$ cat src/rtl/alu_pkg.sv
// alu_pkg
//   Shared definitions for the execute-stage sequencer and anything else that
//   needs to classify a funct code (for example the hazard unit):
//     - funct code constants for every supported operation
//     - opClass_t : which execute unit (or result path) a funct belongs to
//     - seqState_t: sequencer state encoding
//     - MUX_*     : result-mux select values
//     - classify(): funct -> opClass_t
package alu_pkg;

  localparam logic [5:0] FN_AND   = 6'b100100;
  localparam logic [5:0] FN_OR    = 6'b100101;
  localparam logic [5:0] FN_ADD   = 6'b100000;
  localparam logic [5:0] FN_SUB   = 6'b100010;
  localparam logic [5:0] FN_SLT   = 6'b101010;
  localparam logic [5:0] FN_SRL   = 6'b000010;
  localparam logic [5:0] FN_MULTU = 6'b011001;
  localparam logic [5:0] FN_DIVU  = 6'b011011;
  localparam logic [5:0] FN_MFHI  = 6'b010000;
  localparam logic [5:0] FN_MFLO  = 6'b010010;

  typedef enum logic [2:0] {
    CLS_ALU,
    CLS_SHT,
    CLS_MUL,
    CLS_DIV,
    CLS_MFHI,
    CLS_MFLO,
    CLS_ILL
  } opClass_t;

  typedef enum logic [1:0] {
    IDLE,
    EXEC,
    WAIT_MUL,
    WAIT_DIV
  } seqState_t;

  localparam logic [1:0] MUX_ALU = 2'd0;
  localparam logic [1:0] MUX_SHT = 2'd1;
  localparam logic [1:0] MUX_HI  = 2'd2;
  localparam logic [1:0] MUX_LO  = 2'd3;

  function automatic opClass_t classify(input logic [5:0] f);
    opClass_t c;
    case (f)
      FN_AND, FN_OR, FN_ADD, FN_SUB, FN_SLT: c = CLS_ALU;
      FN_SRL:                                c = CLS_SHT;
      FN_MULTU:                              c = CLS_MUL;
      FN_DIVU:                               c = CLS_DIV;
      FN_MFHI:                               c = CLS_MFHI;
      FN_MFLO:                               c = CLS_MFLO;
      default:                               c = CLS_ILL;
    endcase
    return c;
  endfunction

endpackage

$ cat src/rtl/alu_funct_decode.sv
// alu_funct_decode
//   Purely combinational funct -> operation-class decoder.
//   Ports:
//     funct   in  6  operation code
//     opClass out 3  opClass_t encoding of the class the code belongs to
module alu_funct_decode
  import alu_pkg::*;
(
  input  logic [5:0] funct,
  output logic [2:0] opClass
);

  assign opClass = 3'(classify(funct));

endmodule

$ cat src/rtl/alu_op_sequencer.sv
// alu_op_sequencer
//   Execute-stage sequencer. Accepts one funct per request, drives the op
//   select bus of the unit that executes it, and reports completion.
//   Single-cycle ops (ALU, SRL, MFHI, MFLO) and illegal codes complete in the
//   cycle after start is sampled. MULTU/DIVU pulse the unit's start strobe and
//   then wait for its done, giving up after TIMEOUT cycles.
//   Ports:
//     clk, rst_n            clock, asynchronous active-low reset
//     start, funct          request and operation code (sampled in IDLE only)
//     busy                  high in any state other than IDLE
//     done                  one-cycle completion pulse
//     illegal, err          completion qualifiers (undecodable / unit timeout)
//     alu_op/sht_op/mul_op/div_op  funct routed to the selected unit, else 0
//     mul_start, div_start  one-cycle unit start strobes
//     mul_done, div_done    unit completion inputs
//     hilo_we               HI/LO write enable (same cycle as unit done)
//     mux_sel               result select: 0 ALU, 1 SHT, 2 HI, 3 LO
module alu_op_sequencer
  import alu_pkg::*;
#(
  parameter int TIMEOUT = 40
) (
  input  logic       clk,
  input  logic       rst_n,
  input  logic       start,
  input  logic [5:0] funct,
  output logic       busy,
  output logic       done,
  output logic       illegal,
  output logic       err,
  output logic [5:0] alu_op,
  output logic [5:0] sht_op,
  output logic [5:0] mul_op,
  output logic [5:0] div_op,
  output logic       mul_start,
  output logic       div_start,
  input  logic       mul_done,
  input  logic       div_done,
  output logic       hilo_we,
  output logic [1:0] mux_sel
);

  localparam logic [5:0] CNT_LAST = 6'(TIMEOUT - 1);

  seqState_t  state;
  logic [5:0] functQ;
  logic [5:0] cnt;

  logic [5:0] aluOpQ;
  logic [5:0] shtOpQ;
  logic [5:0] mulOpQ;
  logic [5:0] divOpQ;
  logic [1:0] muxSelQ;
  logic       doneQ;
  logic       illegalQ;
  logic       mulStartQ;
  logic       divStartQ;

  // The incoming code is decoded so the EXEC-cycle outputs can be registered
  // at the accepting edge; the captured code is decoded to steer EXEC.
  logic [2:0] newClassRaw;
  logic [2:0] heldClassRaw;
  opClass_t   newClass;
  opClass_t   heldClass;

  alu_funct_decode uNewDecode (
    .funct  (funct),
    .opClass(newClassRaw)
  );

  alu_funct_decode uHeldDecode (
    .funct  (functQ),
    .opClass(heldClassRaw)
  );

  assign newClass  = opClass_t'(newClassRaw);
  assign heldClass = opClass_t'(heldClassRaw);

  always_ff @(posedge clk or negedge rst_n) begin
    if (!rst_n) begin
      state     <= IDLE;
      functQ    <= '0;
      cnt       <= '0;
      aluOpQ    <= '0;
      shtOpQ    <= '0;
      mulOpQ    <= '0;
      divOpQ    <= '0;
      muxSelQ   <= MUX_ALU;
      doneQ     <= 1'b0;
      illegalQ  <= 1'b0;
      mulStartQ <= 1'b0;
      divStartQ <= 1'b0;
    end else begin
      case (state)
        IDLE: begin
          if (start) begin
            functQ  <= funct;
            state   <= EXEC;
            // mul/div/illegal leave the result mux on ALU
            muxSelQ <= MUX_ALU;
            case (newClass)
              CLS_ALU: begin
                aluOpQ <= funct;
                doneQ  <= 1'b1;
              end
              CLS_SHT: begin
                shtOpQ  <= funct;
                muxSelQ <= MUX_SHT;
                doneQ   <= 1'b1;
              end
              CLS_MFHI: begin
                muxSelQ <= MUX_HI;
                doneQ   <= 1'b1;
              end
              CLS_MFLO: begin
                muxSelQ <= MUX_LO;
                doneQ   <= 1'b1;
              end
              CLS_MUL: begin
                mulOpQ    <= funct;
                mulStartQ <= 1'b1;
              end
              CLS_DIV: begin
                divOpQ    <= funct;
                divStartQ <= 1'b1;
              end
              default: begin
                doneQ    <= 1'b1;
                illegalQ <= 1'b1;
              end
            endcase
          end
        end

        EXEC: begin
          // Single-cycle results and start strobes last exactly this cycle;
          // mux_sel stays put so the result path remains selected in IDLE.
          doneQ     <= 1'b0;
          illegalQ  <= 1'b0;
          mulStartQ <= 1'b0;
          divStartQ <= 1'b0;
          aluOpQ    <= '0;
          shtOpQ    <= '0;
          cnt       <= '0;
          case (heldClass)
            CLS_MUL: state <= WAIT_MUL;
            CLS_DIV: state <= WAIT_DIV;
            default: state <= IDLE;
          endcase
        end

        WAIT_MUL: begin
          if (mul_done || cnt == CNT_LAST) begin
            state  <= IDLE;
            mulOpQ <= '0;
          end else begin
            cnt <= cnt + 6'd1;
          end
        end

        WAIT_DIV: begin
          if (div_done || cnt == CNT_LAST) begin
            state  <= IDLE;
            divOpQ <= '0;
          end else begin
            cnt <= cnt + 6'd1;
          end
        end

        default: state <= IDLE;
      endcase
    end
  end

  // Completion of a multi-cycle op is flagged in the same cycle the unit
  // reports done, so these terms bypass the output registers. A unit done
  // arriving on the last counted cycle still counts as success.
  logic waitMul;
  logic waitDiv;
  logic unitDone;
  logic timedOut;

  assign waitMul  = (state == WAIT_MUL);
  assign waitDiv  = (state == WAIT_DIV);
  assign unitDone = (waitMul & mul_done) | (waitDiv & div_done);
  assign timedOut = (waitMul | waitDiv) & (cnt == CNT_LAST) & ~unitDone;

  assign busy      = (state != IDLE);
  assign done      = doneQ | unitDone | timedOut;
  assign illegal   = illegalQ;
  assign err       = timedOut;
  assign hilo_we   = unitDone;
  assign alu_op    = aluOpQ;
  assign sht_op    = shtOpQ;
  assign mul_op    = mulOpQ;
  assign div_op    = divOpQ;
  assign mul_start = mulStartQ;
  assign div_start = divStartQ;
  assign mux_sel   = muxSelQ;

endmodule
$ cat config.mk
export PLATFORM = sky130hd
export DESIGN_NAME = alu_op_sequencer
export DESIGN_NICKNAME = d
export VERILOG_FILES = /design/src/rtl/alu_pkg.sv /design/src/rtl/alu_funct_decode.sv /design/src/rtl/alu_op_sequencer.sv
export SDC_FILE = /design/constraint.sdc
export NUM_CORES = 1
export LEC_CHECK = 0
export BUFFER_PORTS_ARGS = -buffer_cell sky130_fd_sc_hd__buf_2
export CORE_ASPECT_RATIO = 2
export CORE_MARGIN = 2
export CORE_UTILIZATION = 40
export DETAILED_ROUTE_END_ITERATION = 10
export GPL_ROUTABILITY_DRIVEN = 0
export GPL_TIMING_DRIVEN = 0
export HOLD_SLACK_MARGIN = 0.15
export MAX_ROUTING_LAYER = met4
export PLACE_DENSITY_LB_ADDON = 0.1
export SLEW_MARGIN = 20
export SYNTH_ARGS = -nofsm -noshare
export SYNTH_HDL_FRONTEND = slang
export SYNTH_SLANG_ARGS = --single-unit
$ cat constraint.sdc
create_clock -name clk -period 2.4 [get_ports clk]
set_clock_uncertainty 0.05 [all_clocks]
set_input_delay 0.36 -clock clk [delete_from_list [all_inputs] [get_ports clk]]
set_output_delay 0.36 -clock clk [all_outputs]
set_load 0.01 [all_outputs]
# Word-level counts from Yosys, hierarchy flattened
# Index checks and enable logic that the tools add are counted.
dict set report classes {
  addsub 1
  eq_ne 42
  n_mux 37
  bitwise 9
  reduce_logical 24
}
# operator count
set ops {}
lappend ops {{2-to-1 mux 6 bit} 12}
lappend ops {{equality test 6 bit (second input constant)} 11}
lappend ops {{equality test 6 x 5 -> 1 bit (second input constant)} 8}
lappend ops {{one-hot mux 6 bit (2 select lines)} 4}
lappend ops {{one-hot mux 3 bit (6 select lines)} 2}
lappend ops {{AND reduction 3 bit} 8}
lappend ops {{one-hot mux 6 bit (3 select lines)} 1}
lappend ops {{equality test 3 x 2 -> 1 bit (second input constant)} 4}
lappend ops {{equality test 6 x 2 -> 1 bit (second input constant)} 2}
lappend ops {{inequality test 2 x 1 -> 1 bit (second input constant)} 6}
lappend ops {{inequality test 2 bit (second input constant)} 5}
lappend ops {{OR reduction 5 bit} 2}
lappend ops {{2-to-1 mux 1 bit} 8}
lappend ops {{one-hot mux 1 bit (2 select lines)} 4}
lappend ops {{one-hot mux 2 bit (4 select lines)} 1}
lappend ops {{AND reduction 4 bit} 2}
lappend ops {{nonzero test 2 bit} 4}
lappend ops {{adder 6 x 1 -> 6 bit (second input constant)} 1}
lappend ops {{equality test 3 bit (second input constant)} 2}
lappend ops {{2-to-1 mux 2 bit} 3}
lappend ops {{one-hot mux 2 bit (3 select lines)} 1}
lappend ops {{OR reduction 6 bit} 1}
lappend ops {{bitwise AND 1 bit} 4}
lappend ops {{equality test 2 bit (second input constant)} 2}
lappend ops {{11 further kinds} 15}
dict set report totals {
  reg_bits 44
  inputBits 11
}

# Longest topological paths before layout
dict set report depth {
  ltp_word 8
  ltp_mapped 8
}

# Hierarchy
# Synthesis repeated with hierarchy kept, for this count alone.
dict set report unflattened {
  hier_cells 223
  hier_area_um2 2263.4
}
# mod instances cells_each area_per_inst_um2
set by_module_without_submodules {}
lappend by_module_without_submodules {alu_op_sequencer 1 191 2053.2}
lappend by_module_without_submodules {alu_funct_decode 2 16 105.1}

# Worst setup path after synthesis
# OpenSTA, ideal clock, no wires.
dict set report synth_path {
  kind {input -> register}
  startpoint {in funct[2]}
  endpoint {reg aluOpQ[2], in the netlist alu_op[2]}
  setup_time_ns 0.122
  t_arrival_ns 1.752
  path_slack_ns 0.476
  path_stages 8
  cell_sequence {nor3b_4 and2_2 inv_1 ha_1 inv_1 a41oi_4 nand4b_4 a32o_1}
}
dict set report synth_between {
  elab_chain_len 6
  word_cells_on_any_way 18
  classes_between {eq/ne: 11; mux: 4; reduce/logical: 3}
}
# element line_no
set synth_lines {}
lappend synth_lines {{start: declaration} alu_op_sequencer.sv:26} ;# input logic [5:0] funct,
lappend synth_lines {{equality test 6 bit} alu_pkg.sv:46} ;# case (f)
lappend synth_lines {{OR reduction 5 bit} alu_pkg.sv:46}
lappend synth_lines {{one-hot mux 3 bit (6 select lines)} alu_pkg.sv:46}
lappend synth_lines {{zero test 3 bit} alu_op_sequencer.sv:101} ;# case (newClass)
lappend synth_lines {{inequality test 2 x 1 -> 1 bit (no line)} n/a}
lappend synth_lines {{AND reduction 3 bit (no line)} n/a}
lappend synth_lines {{end signal: assignment} alu_op_sequencer.sv:103} ;# aluOpQ <= funct;
lappend synth_lines {{end: declaration} alu_op_sequencer.sv:49} ;# logic [5:0] aluOpQ;
# Several ways; a longest one is shown, not always the timed one. The select of a mux whose other input is x is not followed.
# A chain may end at the register's enable or synchronous reset.

# Worst setup path in the final report
dict set report layout_path {
  startpoint {reg cnt[0]}
  endpoint {out done}
}
dict set report layout_between {
  elab_chain_len 4
}
# element line_no
set layout_lines {}
lappend layout_lines {{start: declaration} alu_op_sequencer.sv:47} ;# logic [5:0] cnt;
lappend layout_lines {{start signal: assignment} alu_op_sequencer.sv:157} ;# cnt <= cnt + 6'd1;
lappend layout_lines {{start signal: assignment} alu_op_sequencer.sv:166} ;# cnt <= cnt + 6'd1;
lappend layout_lines {{equality test 6 bit} alu_op_sequencer.sv:186} ;# assign timedOut = (waitMul | waitDiv) & (cnt == CNT_LAST) & ~unitDone;
lappend layout_lines {{bitwise AND 1 bit (2 in series)} alu_op_sequencer.sv:186}
lappend layout_lines {{OR 1 bit} alu_op_sequencer.sv:189} ;# assign done = doneQ | unitDone | timedOut;
lappend layout_lines {{end: declaration} alu_op_sequencer.sv:28} ;# output logic done,
# No other way between the ends.

==> out/metrics.yaml <==
run_status: "completed"
dp.final_hpwl_mm: 3.44
floorplan.initialDensity: 0.414
finalMaxSlewViolations: 0
avgRoutedWirePerCell_um: 14.9
rsz0062_at_grt: "no"
r2r.worst_path.cells: 5
cts_max_level: 2
leftover_overflow_at_the_end_of_global_routing: 0
power.net_switching_mw: 0.466
synth.yosys.warnings: 0
antenna_violating_nets_post_route: 0
netSwitchingFraction: 0.271
finish.net_count: 258
die_boundary_width_um: 55.4
dr.pass1.iters: 4
timing.max_cap.violations: 0
crit_path_cell_trace: "ha_1 -> and3b_1 -> and3_1 -> or3_1 -> buf_2"
drt_iter0_drc: 28
antenna_violations_before_repair: 0
tritoncts: "built"
num_antenna_cells: 0
number_of_synthesized_flops_with_an_enable_pin: 0
critical_path.startpoint_type: "register"
design.core.area_um2: 5090
static-leakage-power_nw: 1.34
netlist_area_um2: 2110
first_global_vias: 1581
synthCells: 192
setup_violating_endpoint_count_in_the_final_report: 0
critPathMaxStageDelay_ns: 0.41
worst_setup_path_startpoint: "cnt[0]"
slew-limit-headroom: 0.621
fp.dieH_um: 107
path_max_fanout: 6
power.share.combinational: 0.169
async_set_or_reset_register_ratio_after_synthesis: 1.00
timing.critical_path.required_ns: 1.99
timing_worst_slew_pin_value_ns: 0.568
clk_transition_reported_paths_ns: 0.08
layout_worst_path_cycle_share: 0.960
syn_nets: 207
final_layout_size_suffix_gt1_frac: 0.275
fin_tns_setup_ns: 0
crit_buf_inv: 1
reg_to_reg_start: "cnt[0]"
clockBufferDepth: 2
grt_first_pass_wirelength_mm: 7.71
fillerInstances: 498
ctsResizeCount: 0
holdCritPathClass: "input pin to register"
finalHoldWorstSlack_ns: 0.302
worst_path_max_delay_cell: "dfrtp_1"
avgViaCountPerCell: 5.16
cellInternalPower_mw: 1.25
final_period_minus_worst_setup_slack_ns: 2.30
yosys_most_used_dff: "dfrtp_1"
crit_family: "simple AND/OR/NAND/NOR gates"
worstPathArrival_ns: 1.89
power.ir.vdd_worst_mv: 0.438
cts.sinks: 44
detail_route.drc_violations: 0
postSynthRegisterBits: 44
timing.critical_path.depth: 5
utilization: 0.497
ff2ff_setup_slack_ns: 0.60
overall_die_area_um2: 5910
yosysSeqAreaShare: 0.522
timing.setup.critical_path_class: "register to output pin"
final_hold_viol_count: 0
final_area_um2: 2530
timing.critical_path.to_type: "output pin"
via_count: 1557
postPlaceCellArea_um2: 2400
yosysUniqueCellTypes: 47
clockPowerShare: 0.345
worstSetupEndpoint: "done"
post_synth.cell_area_avg_um2: 11.0
p_r_area_growth_vs_syn_pct: 20.0
combined_global_route_utilization_of_all_metal_layers: 0.171
seq_power_share: 0.486
placement.io_buffers: 43
clk_latency_ns: 0.29
r2r_end: "cnt[2]"
placement_rows: 37
detail_route.wirelength_mm: 4.51
cts_buffers: 5
grt_start_max_net_pins: 45
clockRootBuffer: "clkbuf_8"
power_per_cell_area_nw_per_um2: 680
fmax_mhz: 434
ios: 44
==> area by class of cell <==
cell class	count	area, µm²	share of cell area
buffer	6	28.8	0.0114
clock buffer	6	82.6	0.0326
clock inverter	2	38.8	0.0153
inverter	9	33.8	0.0133
multi-input combinational	133	946	0.374
sequential	44	1100	0.435
tap	58	72.6	0.0287
timing repair buffer	44	228	0.0900
==> flip-flops by register name, indices dropped and copies added, names as in the netlist, 2 cells and up <==
name and cells:
alu_op 6, cnt 6, div_op 6, functQ 6
mul_op 6, mux_sel 2, sht_op 6, state 2
==> worst min-delay path by stage <==
stage	start	endpoint	depth (start not counted)
after floorplan	rst_n	alu_op[0]	0
after global placement	mul_op[4]	mul_op[4]	1
after detailed placement	functQ[2]	functQ[2]	2
after CTS	rst_n	mul_op[3]	1
after global routing	funct[4]	sht_op[1]	2
final	funct[4]	sht_op[1]	2
==> synthesized netlist by cell type, types with 2 or more instances <==
| cell type | count | share of area |
|---|---|---|
| dfrtp_1 | 44 | 0.52 |
| nand2_1 | 24 | 0.043 |
| nand2b_1 | 11 | 0.033 |
| inv_1 | 9 | 0.016 |
| o21ai_0 | 9 | 0.021 |
| nor2_1 | 8 | 0.014 |
| mux2i_1 | 7 | 0.033 |
| o21a_1 | 7 | 0.025 |
| and2_1 | 6 | 0.018 |
| buf_2 | 5 | 0.012 |
| a21o_1 | 4 | 0.014 |
| ha_1 | 4 | 0.024 |
| nand3_1 | 4 | 0.0095 |
| nor2b_1 | 4 | 0.012 |
| a32o_1 | 3 | 0.014 |
| and3b_1 | 3 | 0.012 |
| nor3b_1 | 3 | 0.011 |
| a21oi_1 | 2 | 0.0047 |
| a31oi_1 | 2 | 0.0059 |
| and3_1 | 2 | 0.0059 |
| nand3b_1 | 2 | 0.0071 |
| nor4_4 | 2 | 0.020 |
| o31ai_1 | 2 | 0.0071 |
| or2_2 | 2 | 0.0059 |
==> layer usage <==
metal	vias to the layer above	global-route usage	wire length (µm)
met3	9	0.0265	156
met4	0	0.0784	110
met1	738	0.189	1870
li1	773	-	-
met5	-	-	0
met2	37	0.298	2370
==> layout by cell type (no fill, tap or decap), drive strengths merged, types with 3 or more instances in the layout <==
master and n:
o21a 7, inv 9, mux2i 7, nor3b 4, nor4 3, clkbuf 7, a21o 4, o21ai 9
nor2b 4, nand3 5, and2 7, nor2 8, or2 3, dfrtp 44, nand2b 11, buf 48
a32o 3, nand2 24, and3b 3, ha 4
==> kinds of logic (layout without fill, tap and decap cells) <==
| family | count (synthesis) | count (layout) | synth area share |
|---|---|---|---|
| XOR/XNOR | 1 | 1 | 0.00415 |
| multiplexers | 7 | 7 | 0.0332 |
| AO/OA/AOI/OAI | 39 | 39 | 0.142 |
| adder cells (fa/ha/maj) | 4 | 4 | 0.0237 |
| flip-flops | 44 | 44 | 0.522 |
| AND/OR/NAND/NOR | 82 | 82 | 0.246 |
| buffers and inverters | 15 | 67 | 0.0297 |
==> power groups by stage <==
| stage | registers, mW | clock network, mW | logic [mW] |
|---|---|---|---|
| 4_1_cts | 0.838 | 0.616 | 0.295 |
| 6_report | 0.837 | 0.593 | 0.290 |
| 2_1_floorplan | 0.858 | 0 | 0.171 |
| 5_1_grt | 0.848 | 0.649 | 0.329 |
| 3_3_place_gp | 0.852 | 0 | 0.292 |
| 3_5_place_dp | 0.853 | 0 | 0.294 |
==> metrics by stage <==
stage / total power [mW] / std cells / setup WS (ns)
after floorplan: 1.03 / 192 / 0.476
after global placement: 1.14 / 293 / 0.121
after detailed placement: 1.15 / 293 / 0.130
after CTS: 1.75 / 301 / 0.0860
after global routing: 1.83 / 302 / 0.00546
final: 1.72 / 302 / 0.0968
==> what timing repair did <==
item,CTS,global route
hold buffers,0,1
buffers inserted,0,0
hold endpoints to repair,0,44
Note: power is estimated with default switching activity, not from simulation.
